===== config.mk =====
export PLATFORM = sky130hd
export DESIGN_NAME = ein_frame_fetch
export DESIGN_NICKNAME = d
export VERILOG_FILES = /design/src/rtl/ein_frame_fetch.sv
export SDC_FILE = /design/constraint.sdc
export NUM_CORES = 1
export LEC_CHECK = 0
export CORE_UTILIZATION = 25
export CTS_CLUSTER_DIAMETER = 80
export DETAILED_ROUTE_END_ITERATION = 10
export PLACE_DENSITY = 0.5
export REMOVE_ABC_BUFFERS = 1
export SYNTH_ARGS = -nofsm -noshare
export SYNTH_HDL_FRONTEND = slang
export SYNTH_SLANG_ARGS = --single-unit

===== constraint.sdc =====
create_clock -name clk -period 3.85 [get_ports clk]
set_clock_uncertainty 0.15 [all_clocks]
set_input_delay 0.77 -clock clk [delete_from_list [all_inputs] [get_ports clk]]
set_output_delay 0.77 -clock clk [all_outputs]
set_load 0.02 [all_outputs]

===== src/rtl/ein_frame_fetch.sv =====
// ICE frame fetcher: parses a 3-byte header and prefetches the payload into a small FIFO.
// Optional payload length checking is built when EIN_FETCH_LEN_CHECK_EN is defined.
module ein_frame_fetch #(
   parameter logic [7:0]  MSG_TYPE   = 8'h65,
   parameter int unsigned FIFO_DEPTH = 4
) (
   input  logic       clk,
   input  logic       reset,
   input  logic [7:0] in_data,
   input  logic       in_valid,
   input  logic       in_last,
   output logic       in_next,
   output logic [7:0] out_data,
   output logic       out_empty,
   input  logic       out_re,
   output logic       header_done,
   output logic [7:0] header_eid,
   output logic       is_fragment,
   output logic       frame_dropped,
   output logic       length_error
);

   localparam int unsigned IdxW = $clog2(FIFO_DEPTH);
   localparam int unsigned PtrW = IdxW + 1;

   typedef enum logic [2:0] {
      StIdle,
      StHEid,
      StHLen,
      StPayload,
      StFlush,
      StDiscard
   } state_e;

   state_e state_q, state_d;

   logic [PtrW-1:0] wr_ptr_q, rd_ptr_q;
   logic [7:0]      mem_q [FIFO_DEPTH];
   logic            fifo_empty, fifo_full, fifo_push, fifo_pop;

   logic            drop_d, hd_set, hd_clr, eid_we, len_we;
   logic            header_done_q, frame_dropped_q, is_fragment_q;
   logic [7:0]      header_eid_q;

   assign fifo_empty = (wr_ptr_q == rd_ptr_q);
   // Same slot index, opposite wrap bit: the FIFO holds FIFO_DEPTH entries.
   assign fifo_full  = (wr_ptr_q[IdxW-1:0] == rd_ptr_q[IdxW-1:0]) &&
                       (wr_ptr_q[PtrW-1] != rd_ptr_q[PtrW-1]);
   assign fifo_pop   = out_re && !fifo_empty;

   always_comb begin
      state_d   = state_q;
      in_next   = 1'b0;
      fifo_push = 1'b0;
      drop_d    = 1'b0;
      hd_set    = 1'b0;
      hd_clr    = 1'b0;
      eid_we    = 1'b0;
      len_we    = 1'b0;
      unique case (state_q)
         StIdle: begin
            if (in_valid) begin
               in_next = 1'b1;
               if (in_last) begin
                  drop_d = 1'b1;
               end else if (in_data == MSG_TYPE) begin
                  state_d = StHEid;
               end else begin
                  state_d = StDiscard;
               end
            end
         end
         StHEid: begin
            if (in_valid) begin
               in_next = 1'b1;
               eid_we  = 1'b1;
               if (in_last) begin
                  drop_d  = 1'b1;
                  state_d = StIdle;
               end else begin
                  state_d = StHLen;
               end
            end
         end
         StHLen: begin
            if (in_valid) begin
               in_next = 1'b1;
               len_we  = 1'b1;
               // A length byte that ends the frame means no payload: never accepted.
               if (in_last) begin
                  drop_d  = 1'b1;
                  state_d = StIdle;
               end else begin
                  hd_set  = 1'b1;
                  state_d = StPayload;
               end
            end
         end
         StPayload: begin
            if (in_valid && (!fifo_full || fifo_pop)) begin
               in_next   = 1'b1;
               fifo_push = 1'b1;
               if (in_last) begin
                  state_d = StFlush;
               end
            end
         end
         StFlush: begin
            if (fifo_empty) begin
               hd_clr  = 1'b1;
               state_d = StIdle;
            end
         end
         StDiscard: begin
            if (in_valid) begin
               in_next = 1'b1;
               if (in_last) begin
                  drop_d  = 1'b1;
                  state_d = StIdle;
               end
            end
         end
         default: state_d = StIdle;
      endcase
   end

   always_ff @(posedge clk or posedge reset) begin
      if (reset) begin
         state_q         <= StIdle;
         header_done_q   <= 1'b0;
         frame_dropped_q <= 1'b0;
         header_eid_q    <= 8'h00;
         is_fragment_q   <= 1'b0;
      end else begin
         state_q         <= state_d;
         frame_dropped_q <= drop_d;
         if (hd_set) begin
            header_done_q <= 1'b1;
         end else if (hd_clr) begin
            header_done_q <= 1'b0;
         end
         if (eid_we) begin
            header_eid_q <= in_data;
         end
         if (len_we) begin
            is_fragment_q <= (in_data == 8'hFF);
         end
      end
   end

   always_ff @(posedge clk or posedge reset) begin
      if (reset) begin
         wr_ptr_q <= '0;
         rd_ptr_q <= '0;
         for (int i = 0; i < FIFO_DEPTH; i++) begin
            mem_q[i] <= 8'h00;
         end
      end else begin
         if (fifo_push) begin
            mem_q[wr_ptr_q[IdxW-1:0]] <= in_data;
            wr_ptr_q                  <= wr_ptr_q + PtrW'(1);
         end
         if (fifo_pop) begin
            rd_ptr_q <= rd_ptr_q + PtrW'(1);
         end
      end
   end

`ifdef EIN_FETCH_LEN_CHECK_EN
   logic [7:0] len_q, cnt_q;
   logic       len_err_q;

   always_ff @(posedge clk or posedge reset) begin
      if (reset) begin
         len_q     <= 8'h00;
         cnt_q     <= 8'h00;
         len_err_q <= 1'b0;
      end else if (len_we) begin
         len_q     <= in_data;
         cnt_q     <= 8'h00;
         len_err_q <= 1'b0;
      end else if (fifo_push) begin
         cnt_q <= cnt_q + 8'd1;
         // The byte being pushed is included in the count compared at frame end.
         if (in_last && !is_fragment_q && ((cnt_q + 8'd1) != len_q)) begin
            len_err_q <= 1'b1;
         end
      end
   end

   assign length_error = len_err_q;
`else
   assign length_error = 1'b0;
`endif

   assign out_data      = fifo_empty ? 8'h00 : mem_q[rd_ptr_q[IdxW-1:0]];
   assign out_empty     = fifo_empty;
   assign header_done   = header_done_q;
   assign header_eid    = header_eid_q;
   assign is_fragment   = is_fragment_q;
   assign frame_dropped = frame_dropped_q;

endmodule


After elaboration in Yosys (flattened, before gate mapping):

Index checks and enable logic that the tools add are counted.

* bitwise operators: 2
* $lt $le $gt $ge: 3
* add/subtract/negate cells: 2
* reduce and logical (&&, ||, !) cells: 11
* equality and inequality tests: 19
* multiplexer cells: 36

Operators by type and width (count)
* 32-bit bitwise mux: 1
* 8-bit two-way mux: 4
* 3-bit two-way mux: 10
* 2-bit != test (second input constant): 9
* 3-bit case mux with 6 select lines: 1
* 8-bit binary-select mux with 2-bit select: 1
* 8-bit demux with 2-bit select: 1
* 1-bit two-way mux: 15
* 9-bit AND reduction: 1
* 8-bit by 7-bit == test with 1-bit output (second input constant): 1
* 8-bit == test (second input constant): 1
* 3-bit by 1-bit adder with 3-bit output (second input constant): 2
* 3-bit by 2-bit == test with 1-bit output (second input constant): 2
* 3-bit == test (second input constant): 2
* 3-bit greater-or-equal comparator (second input constant): 2
* 2-bit NOT with 3-bit output: 2
* 1-bit logical AND: 4
* 2-bit two-way mux: 2
* 4-bit OR reduction: 1
* 3-bit by 1-bit == test with 1-bit output (second input constant): 1
* 3-bit == test: 1
* 3-bit zero test: 1
* 3-bit by 1-bit less-than comparator with 1-bit output (second input constant): 1
* 2-bit == test: 1
* other kinds (5): 6

* register bits after elaboration: 52
* word-level logic and storage cells: 84

Longest topological paths before layout:

* depth in word-level cells: 7
* gate-level depth with buffers: 7

Worst setup path before layout:

No wires, ideal clock.

* path type: input -> output
* start point: input out_re
* end point: output in_next
* data required time: 2.930 ns
* data arrival time: 1.733 ns
* slack: 1.197 ns
* path buffers: 0
* stages: 3
* path through: or4_1 nor4b_4 nand2b_1

* longest elaborated chain between the ends: 5

RTL lines
* start: declaration: line 15 `input logic out_re,`
* 1-bit logical AND: line 49 `assign fifo_pop = out_re && !fifo_empty;`
* 1-bit logical OR: line 100 `if (in_valid && (!fifo_full || fifo_pop)) begin`
* 1-bit logical AND: line 100
* 1-bit two-way mux: line 100
* 1-bit case mux with 2 select lines: line 60 `unique case (state_q)`
* end: declaration: line 12 `output logic in_next,`

Every way passes these cells.

Final worst setup path:

Ends and elaborated chain as after synthesis.

==> metrics.cfg <==
[status]
status = finished, final reports clean

[pwr]
intPower_mw = 1.630
seq_power_share_pct = 37.9
leakagePower_nw = 1.347
pwr-share-clk_pct = 15.4
switching_share_pct = 35.27
powerDensity_mw_per_mm2 = 816.9
power_mw = 2.518
power_switching_mw = 0.8883
p_comb_share_pct = 46.7
max-vdd-ir-drop_mv = 0.2129

[setup_path]
cpPeakStageDelay_ps = 570
cp_data_required_time_ps = 2930
cp_common_cell = clkdlybuf4s50_1
cp_top_family = buffers and inverters
start_kind = input pin
cp_slowest_cell = or4_1
worstPathCellList = clkdlybuf4s50_1 -> or4_1 -> nor4b_4 -> nand2b_1 -> clkdlybuf4s50_1
r2r_cells = 5
cp-end-kind = output pin
arrival_ps = 2670
rr_startpoint = rd_ptr_q[1]
crit_buf_inv = 2
r2r_setup_slack_ps = 1310
r2r_end = mem_q[4]
critPathMaxFanout = 8
critPathKind = input pin to output pin

[floorplan]
row_count = 35
die_area_mm2 = 0.01028
start_util_pct = 26.22
die_w_um = 101.4
core_area_mm2 = 0.009415
io-pin-count = 35
die_h_um = 101.4

[layout]
final_net_count = 237
area_growth_pct = 24.89
final_area_mm2 = 0.003083
drive_above_1_share_pct = 32.73
fin_util_pct = 32.74
antenna_cells = 0

[route]
drc = 0
ant_nets = 0
drt_pass1_iterations = 4
drt-initial-drc-count = 39
dr_total_vias = 1528
wl_per_cell_um = 15.34
drt-total-wl_mm = 5.354
routed_via_density = 4.378

[sta]
timing.fmax_mhz = 278.6
rsz0062_at_grt = no
max_slew_margin_pct = 54.17
finalCriticalPeriod_ps = 3589
slew_violations = 0
hold_violations = 0
fin_ws_ps = 260.8
setup_violations = 0
worst_pin_slew_ps = 687.4
fin_tns_setup_ps = 0
fin_crit_sh_pct = 93.23

[clock_network]
clkSlewWorstSetupHoldPaths_ps = 100
clockBufferDepth = 2
cts_setup_buffers = 0
cts.sinks = 52
cts_tree = yes
cts_buffers = 5
htreeDepth = 2
cts_hold_buf = 0
clockRootBuffer = clkbuf_8
clk_latency_ps = 310
cts.repair.resized = 0

[placement]
routabilityCongestion = 0.8053
post-place-ws_ps = 234.7
port-buffer-count = 33
post_dp_cell_area_mm2 = 0.002968
place_hpwl_mm = 3.608

[logic_synthesis]
ys_top_cells_by_area = dfrtp_1 (53%), mux2_2 (19%), mux4_2 (7.3%)
yosys_most_used_dff = dfrtp_1
yosys.area.top_type_share_pct = 52.71
synth-edff-count = 0
synth_cell_types = 33
yosysWarnings = 0
synth_top_area_cell = dfrtp_1
synthCells = 179
async_reset_ff_share_pct = 100.0
synth_seq_cells = 52
ys_seq_area_share_pct = 52.71
syn_area_mm2 = 0.002469
syn_avg_cell_area_um2 = 13.79

[global_route]
grt_overflow_total = 0
antenna_found_initial = 0
grt_pass1_vias = 1577
grt_usage_pct = 11.60
grt_max_degree = 53
grt_pass1_wl_mm = 8.721

[flow_run]
maxCapViolCount = 0

[hold_path]
hold_path_class = flop to flop
hold_start = rd_ptr_q[2]
holdPathStages = 1
worstHoldEndpoint = rd_ptr_q[2]

## worst max path at each step
stage / startpoint / to / slack, ps / cells after the start
floorplan: rd_ptr_q[0] / out_data[0] / 730 / 3
global placement: out_re / in_next / 250 / 5
detailed placement: out_re / in_next / 230 / 5
CTS: rd_ptr_q[1] / in_next / 200 / 5
global route: rd_ptr_q[1] / in_next / 100 / 5
finish: out_re / in_next / 260 / 5
## worst register-to-register path: stages (launching register included)
cell and delay (ps):
dfrtp_1 590, xor2_1 260, or4_1 570, nor4b_4 190, nand2_2 280, mux2_2 380
## power by group through the flow
stage / combinational, mW / sequential, mW / clock (mW)
2_1_floorplan: 0.693 / 1.00 / 0
3_3_place_gp: 1.19 / 0.963 / 0
3_5_place_dp: 1.20 / 0.968 / 0
4_1_cts: 1.20 / 0.957 / 0.406
5_1_grt: 1.28 / 0.990 / 0.434
6_report: 1.18 / 0.954 / 0.389
## area by class of cell
| type | instances | area (um^2) |
|---|---|---|
| fill | 945 | 6332 |
| sequential | 52 | 1301 |
| multi-input combinational | 114 | 1104 |
| timing repair buffer | 39 | 375.4 |
| tap | 129 | 161.4 |
| clock buffer | 5 | 68.82 |
| clock inverter | 3 | 46.29 |
| inverter | 7 | 26.28 |
## through the flow
| stage | hold slack [ps] | cells |
|---|---|---|
| after floorplan | 311.9 | 173 |
| after global placement | 327.9 | 341 |
| after CTS | 345.6 | 349 |
| after global routing | 371.7 | 349 |
| after detailed placement | 327.9 | 341 |
| final | 340.2 | 349 |
## cells in the final DEF (no fill, tap or decap), types with 2 or more instances in the layout
master and n:
buf_4 6, clkdlybuf4s50_1 33, clkbuf_8 5, nand2_2 4, inv_1 6, nand2_1 10
xor2_1 3, xnor2_1 4, nor2_1 4, or4_1 2, o21ai_0 4, nand4_1 3
ha_1 5, nor2b_1 8, dfrtp_1 52, mux4_2 8, mux2_2 41, o211ai_1 2
nand2b_1 2
## state kept, by name (all words and copies together), names as in the netlist
register and count:
mem_q 32, header_eid 8, rd_ptr_q 3, state_q 3, wr_ptr_q 3, frame_dropped 1
header_done 1, is_fragment 1
## cell usage after synthesis (2+ instances only)
master     n
xor2_1     3
o211ai_1   2
clkbuf_1   3
nand4_1    3
nand2b_1   2
nand2_1   10
nor2b_1    8
ha_1       5
buf_4      2
o21ai_0    4
xnor2_1    4
inv_1      7
or4_1      2
mux4_2     8
mux2_2    41
nand2_2    4
nor2_1     4
dfrtp_1   52
## cell families (layout without fill, tap and decap cells)
family / after synthesis / count (layout) / share of synthesized area (%)
adders and majority gates: 5 / 5 / 2.534
buffers and inverters: 13 / 54 / 2.585
AOI/OAI and AO/OA: 14 / 14 / 4.055
and+or+nand+nor: 38 / 38 / 9.477
other: 1 / 1 / 0.1519
xor gates and xnor gates: 7 / 7 / 2.484
DFF: 52 / 52 / 52.71
muxes: 49 / 49 / 26.00
## layer usage
layer | up-vias | track usage (%) | wire length, um
met2 | 20 | 18.21 | 2554
met1 | 783 | 15.77 | 2563
li1 | 718 | - | -
met5 | - | 0 | 0
met4 | 0 | 3.790 | 68
met3 | 7 | 2.761 | 167
(Power assumes the default switching activity.)
